**config.mk**
```make
export PLATFORM = sky130hd
export DESIGN_NAME = kgv_stage
export DESIGN_NICKNAME = d
export VERILOG_FILES = /design/src/rtl/kgv_stage.sv
export SDC_FILE = /design/constraint.sdc
export NUM_CORES = 1
export LEC_CHECK = 0
export CORE_MARGIN = 2
export CORE_UTILIZATION = 53
export DETAILED_ROUTE_END_ITERATION = 8
export GPL_TIMING_DRIVEN = 0
export PLACE_DENSITY = 0.73
export SKIP_CTS_REPAIR_TIMING = 1
export SYNTH_ARGS = -nofsm -noshare
export SYNTH_HDL_FRONTEND = slang
export SYNTH_SLANG_ARGS = --single-unit
export TNS_END_PERCENT = 50
```
**constraint.sdc**
```tcl
create_clock -name clk -period 2.75 [get_ports clk]
set_input_delay 0.275 -clock clk [delete_from_list [all_inputs] [get_ports clk]]
set_output_delay 0.275 -clock clk [all_outputs]
set_load 0.01 [all_outputs]
```
**src/rtl/kgv_stage.sv**
```systemverilog
// kgv_stage: least common multiple of two operands using a GCD supplied by an external unit.
// Latency: 33 clk edges for WIDTH=16 (2*WIDTH+1) from the sampled ggt_valid_i rising edge to the kgv_valid_o
//          cycle; 1 edge on the zero-operand / zero-GCD shortcut.
// Backpressure: none; start_i is ignored while busy, except in the DONE cycle.
//
// Ports:
//   clk, rst_i          clock and asynchronous active-low reset
//   start_i             job start, latches Zahl1_i / Zahl2_i (shared with the GCD unit's start)
//   ggt_valid_i, ggt_i  GCD result handshake; only a rising edge of ggt_valid_i is used
//   busy_o              high from the accepted start through the DONE cycle
//   kgv_valid_o         single-cycle result strobe
//   kgv_o, err_o        result and error flag, held until the next accepted start
module kgv_stage #(
    parameter int WIDTH = 16
) (
    input  logic                 clk,
    input  logic                 rst_i,
    input  logic                 start_i,
    input  logic [WIDTH-1:0]     Zahl1_i,
    input  logic [WIDTH-1:0]     Zahl2_i,
    input  logic                 ggt_valid_i,
    input  logic [WIDTH-1:0]     ggt_i,
    output logic                 busy_o,
    output logic                 kgv_valid_o,
    output logic [2*WIDTH-1:0]   kgv_o,
    output logic                 err_o
);

    localparam int CNT_W = $clog2(WIDTH + 1);

    localparam logic [2:0] S_IDLE     = 3'd0;
    localparam logic [2:0] S_WAIT_GGT = 3'd1;
    localparam logic [2:0] S_DIV      = 3'd2;
    localparam logic [2:0] S_MUL      = 3'd3;
    localparam logic [2:0] S_DONE     = 3'd4;

    logic [2:0]         state_q, state_d;
    logic [WIDTH-1:0]   a_q, a_d;
    logic [WIDTH-1:0]   b_q, b_d;
    logic [WIDTH-1:0]   g_q, g_d;
    logic [WIDTH-1:0]   r_q, r_d;
    logic [WIDTH-1:0]   q_q, q_d;
    logic [CNT_W-1:0]   cnt_q, cnt_d;
    logic [2*WIDTH-1:0] acc_q, acc_d;
    logic [2*WIDTH-1:0] mcand_q, mcand_d;
    logic [2*WIDTH-1:0] kgv_q, kgv_d;
    logic               err_q, err_d;
    logic               ggt_vld_q;

    logic               ggt_rise;
    logic               last_step;
    logic [WIDTH:0]     r_sh;
    logic [WIDTH:0]     r_diff;
    logic               r_ge;
    logic [WIDTH-1:0]   q_sh;
    logic [2*WIDTH-1:0] acc_sum;

    assign ggt_rise  = ggt_valid_i & ~ggt_vld_q;
    assign last_step = (cnt_q == CNT_W'(WIDTH - 1));

    // Division step. The stored remainder is always < G, so the shifted
    // partial remainder (WIDTH+1 bits) is at most 2G-1. Hence r_sh-G is
    // either in [0, G-1] (top bit clear) or negative (wraps, top bit set):
    // the top bit of the difference is exactly the "r_sh < G" borrow.
    assign r_sh   = {r_q, q_q[WIDTH-1]};
    assign r_diff = r_sh - {1'b0, g_q};
    assign r_ge   = ~r_diff[WIDTH];
    assign q_sh   = q_q << 1;

    // Multiply step: add the shifted multiplicand when the quotient LSB is set.
    assign acc_sum = acc_q + (q_q[0] ? mcand_q : '0);

    always_comb begin
        state_d = state_q;
        a_d     = a_q;
        b_d     = b_q;
        g_d     = g_q;
        r_d     = r_q;
        q_d     = q_q;
        cnt_d   = cnt_q;
        acc_d   = acc_q;
        mcand_d = mcand_q;
        kgv_d   = kgv_q;
        err_d   = err_q;

        case (state_q)
            S_IDLE, S_DONE: begin
                if (start_i) begin
                    a_d     = Zahl1_i;
                    b_d     = Zahl2_i;
                    kgv_d   = '0;
                    err_d   = 1'b0;
                    cnt_d   = '0;
                    state_d = S_WAIT_GGT;
                end else if (state_q == S_DONE) begin
                    state_d = S_IDLE;
                end
            end

            S_WAIT_GGT: begin
                if (ggt_rise) begin
                    g_d = ggt_i;
                    if (a_q == '0 || b_q == '0) begin
                        kgv_d   = '0;
                        err_d   = 1'b0;
                        state_d = S_DONE;
                    end else if (ggt_i == '0) begin
                        kgv_d   = '0;
                        err_d   = 1'b1;
                        state_d = S_DONE;
                    end else begin
                        r_d     = '0;
                        q_d     = a_q;
                        cnt_d   = '0;
                        state_d = S_DIV;
                    end
                end
            end

            S_DIV: begin
                if (r_ge) begin
                    r_d = r_diff[WIDTH-1:0];
                    q_d = q_sh | WIDTH'(1);
                end else begin
                    r_d = r_sh[WIDTH-1:0];
                    q_d = q_sh;
                end
                if (last_step) begin
                    cnt_d   = '0;
                    acc_d   = '0;
                    mcand_d = {{WIDTH{1'b0}}, b_q};
                    state_d = S_MUL;
                end else begin
                    cnt_d = cnt_q + CNT_W'(1);
                end
            end

            S_MUL: begin
                acc_d   = acc_sum;
                mcand_d = mcand_q << 1;
                q_d     = q_q >> 1;
                if (last_step) begin
                    kgv_d   = acc_sum;
                    cnt_d   = '0;
                    state_d = S_DONE;
                end else begin
                    cnt_d = cnt_q + CNT_W'(1);
                end
            end

            default: state_d = S_IDLE;
        endcase
    end

    always_ff @(posedge clk or negedge rst_i) begin
        if (!rst_i) begin
            state_q   <= S_IDLE;
            a_q       <= '0;
            b_q       <= '0;
            g_q       <= '0;
            r_q       <= '0;
            q_q       <= '0;
            cnt_q     <= '0;
            acc_q     <= '0;
            mcand_q   <= '0;
            kgv_q     <= '0;
            err_q     <= 1'b0;
            ggt_vld_q <= 1'b0;
        end else begin
            state_q   <= state_d;
            a_q       <= a_d;
            b_q       <= b_d;
            g_q       <= g_d;
            r_q       <= r_d;
            q_q       <= q_d;
            cnt_q     <= cnt_d;
            acc_q     <= acc_d;
            mcand_q   <= mcand_d;
            kgv_q     <= kgv_d;
            err_q     <= err_d;
            // Edge-detect history runs in every state so a level already
            // high at start acceptance is never seen as a new result.
            ggt_vld_q <= ggt_valid_i;
        end
    end

    assign busy_o      = (state_q != S_IDLE);
    assign kgv_valid_o = (state_q == S_DONE);
    assign kgv_o       = kgv_q;
    assign err_o       = err_q;

endmodule

```
==> results.tsv <==
metric	value	unit
syn_area_per_cell	9.340	sq um
hpwl	18350	um
die_h	142.7	um
clock-root-buffer	clkbuf_16	
stdcell_count	1480	
synth.distinct_cells	63	
maxSlewHeadroom	0.4840	
route.detailed.drc	0	
r2r-start	q_q[0]$_DFFE_PN0P_	
synth-compound-area-share	0.1762	
grt_antenna_before_repair	0	
hold_violations	0	
clock_latency	0.44	ns
floorplan.die_area	20350	sq um
numPortBuffers	86	
r2r_slack	-0.45	ns
routabilityCongestion	0.9035	
synth-simple-area-share	0.1798	
synth_top_family_by_area	simple AND/OR/NAND/NOR gates	
power	15.72	mW
max_freq	312.3	MHz
worstPathRequired	3.05	ns
whs_endpoint	b_q[3]$_DFFE_PN0P_	
yosys_warnings	0	
final_util	0.6853	
finalSetupViolCount	47	
rows	50	
endpoint_kind	flip-flop	
syn_area	10190	sq um
drive_above_1_share	0.1533	
holdWs	0.3622	ns
max-cap-violations	0	
io_pins	87	
viasPerCell	5.825	
power.density	1222	nW/um^2
drt_iter0_markers	655	
wirelength	26790	um
violations	negative setup slack	
synth-edff-count	0	
synth_most_common_cell	nand2_1	
place_ws	-0.7027	ns
critPathArrivalTime	3.50	ns
grt_first_pass_wirelength	41600	um
grt_pass1_vias	8329	
p_leak	5.929	nW
synthMuxAreaShare	0.05931	
hold_class	in -> reg	
worstHoldStart	Zahl2_i[3]	
antenna_cells	0	
worst_pin_slew	0.7741	ns
ir_worst_vdd	1087	uV
cts_buffers	17	
reg2reg_depth	11	
maxSlewViolCount	0	
dp_cells	1412	
clock_path_buffers	2	
path_clk_slew	0.07	ns
synthAdderAreaFrac	0.06287	
synthXorXnorAreaFrac	0.03598	
synth_top_flop_cell	dfrtp_1	
wl_per_cell	18.10	um
synth_largest_area_cell	dfrtp_1	
hold_depth	3	
fin_crit_sh	1.164	
crit_fanout	6	
synth_area_leaders	dfrtp_1 (46%), nand2_1 (9.1%), ha_1 (5.9%)	
grt_max_degree	96	
ant_nets	0	
fin_skew	0.01516	ns
core_region_area	18770	sq um
crit_type	reg -> reg	
drt_pass1_iterations	5	
clock_sinks	186	
yosysSeqAreaShare	0.4568	
initial_core_util	0.5429	
r2r_end	acc_q[27]$_DFFE_PN0P_	
ys_ff_latch	186	
syn_inst	1091	
rsz0062_at_grt	true	
status	finished, violations left	
h-tree-depth	4	
cts_tree	built	
via_count	8621	
synthesis.nets	1193	
period_minus_slack	3.202	ns
synthArstFlopShare	1.000	
yosys.area.top_type_share	0.4568	
grt_use_total	0.2583	
synthTopCellsByCount	nand2_1 (246), dfrtp_1 (186), o21ai_0 (93)	
overflow	0	
startpoint_type	flip-flop	
area_delta_synth_final	26.23	%
die_x	142.7	um
layout.nets	1335	
setup_slack	-0.4518	ns
## stage by stage
| stage | setup TNS [ns] | area (sq um) |
|---|---|---|
| global route | -13.40 | 12860 |
| detailed placement | -24.72 | 11460 |
| finish | -9.823 | 12860 |
| global placement | -1208.16 | 11430 |
| CTS | -20.46 | 12050 |
| floorplan | -0.03195 | 10280 |
## worst max path at each step
| stage | startpoint | endpoint | slack (ns) | cells past startpoint |
|---|---|---|---|---|
| global placement | rst_i | q_q[9]$_DFFE_PN0P_ | -6.39 | 1 |
| finish | q_q[0]$_DFFE_PN0P_ | acc_q[27]$_DFFE_PN0P_ | -0.45 | 11 |
| detailed placement | q_q[0]$_DFFE_PN0P_ | kgv_o[22]$_DFFE_PN0P_ | -0.70 | 13 |
| global route | q_q[0]$_DFFE_PN0P_ | acc_q[27]$_DFFE_PN0P_ | -0.50 | 10 |
| floorplan | q_q[0]$_DFFE_PN0P_ | acc_q[27]$_DFFE_PN0P_ | -0.01 | 12 |
| CTS | q_q[0]$_DFFE_PN0P_ | acc_q[28]$_DFFE_PN0P_ | -0.79 | 13 |
## layer usage
layer | part of all wire | up-vias | global-route usage
li1 | - | 4132 | -
met1 | 0.44 | 4201 | 0.3401
met2 | 0.49 | 234 | 0.4319
met3 | 0.039 | 54 | 0.04661
met4 | 0.027 | 0 | 0.08911
met5 | 0 | - | 0
## layout make-up
class | instances | area (sq um)
Clock buffer | 19 | 442.9
Timing Repair Buffer | 123 | 1200
Buffer | 48 | 227.7
Inverter | 29 | 108.9
Sequential cell | 186 | 4656
Clock inverter | 13 | 142.6
Multi-Input combinational cell | 828 | 5792
Tap cell | 234 | 292.8
Fill cell | 1486 | 5906
## registers in the layout (all words and copies together) (netlist names)
register / cells
acc_q: 32
kgv_o: 32
mcand_q: 32
a_q: 16
b_q: 16
g_q: 16
q_q: 16
r_q: 16
cnt_q: 5
state_q: 3
err_o: 1
ggt_vld_q: 1
## kinds of logic (layout without fill, tap and decap cells)
family          after synthesis  after routing
mux                          58             58
fa+ha+maj                    50             50
xor+xnor                     41             41
simple gates                409            409
buf+inv                      77            232
flops                       186            186
compound gates              270            270
## worst max-delay path, cell delays in order, from the launching register on
cell and delay, ns:
dfrtp_2 0.48, buf_6 0.16, and2_4 0.16, ha_4 0.23, a21o_1 0.18, a31o_4 0.23, or3_1 0.33, or4_4 0.55
a41oi_4 0.33, o21ai_2 0.11, xnor2_2 0.22, o21ai_1 0.09
## power by group
part	switching [mW]	internal, mW
Clock	1.11	1.37
Sequential	0.893	3.88
Combinational	4.56	3.89
## placed cells by master, fill, tap and decap left out, types with 26 or more instances in the layout
| cell | instances |
|---|---|
| clkbuf_1 | 38 |
| dfrtp_1 | 185 |
| nor2_1 | 32 |
| a21oi_1 | 30 |
| ha_1 | 30 |
| nand2_1 | 242 |
| mux2i_1 | 39 |
| o21ai_0 | 72 |
| clkdlybuf4s50_1 | 85 |
| inv_1 | 26 |
| a22o_1 | 39 |
| and2_1 | 28 |
Power figures use the tool's default switching activity.
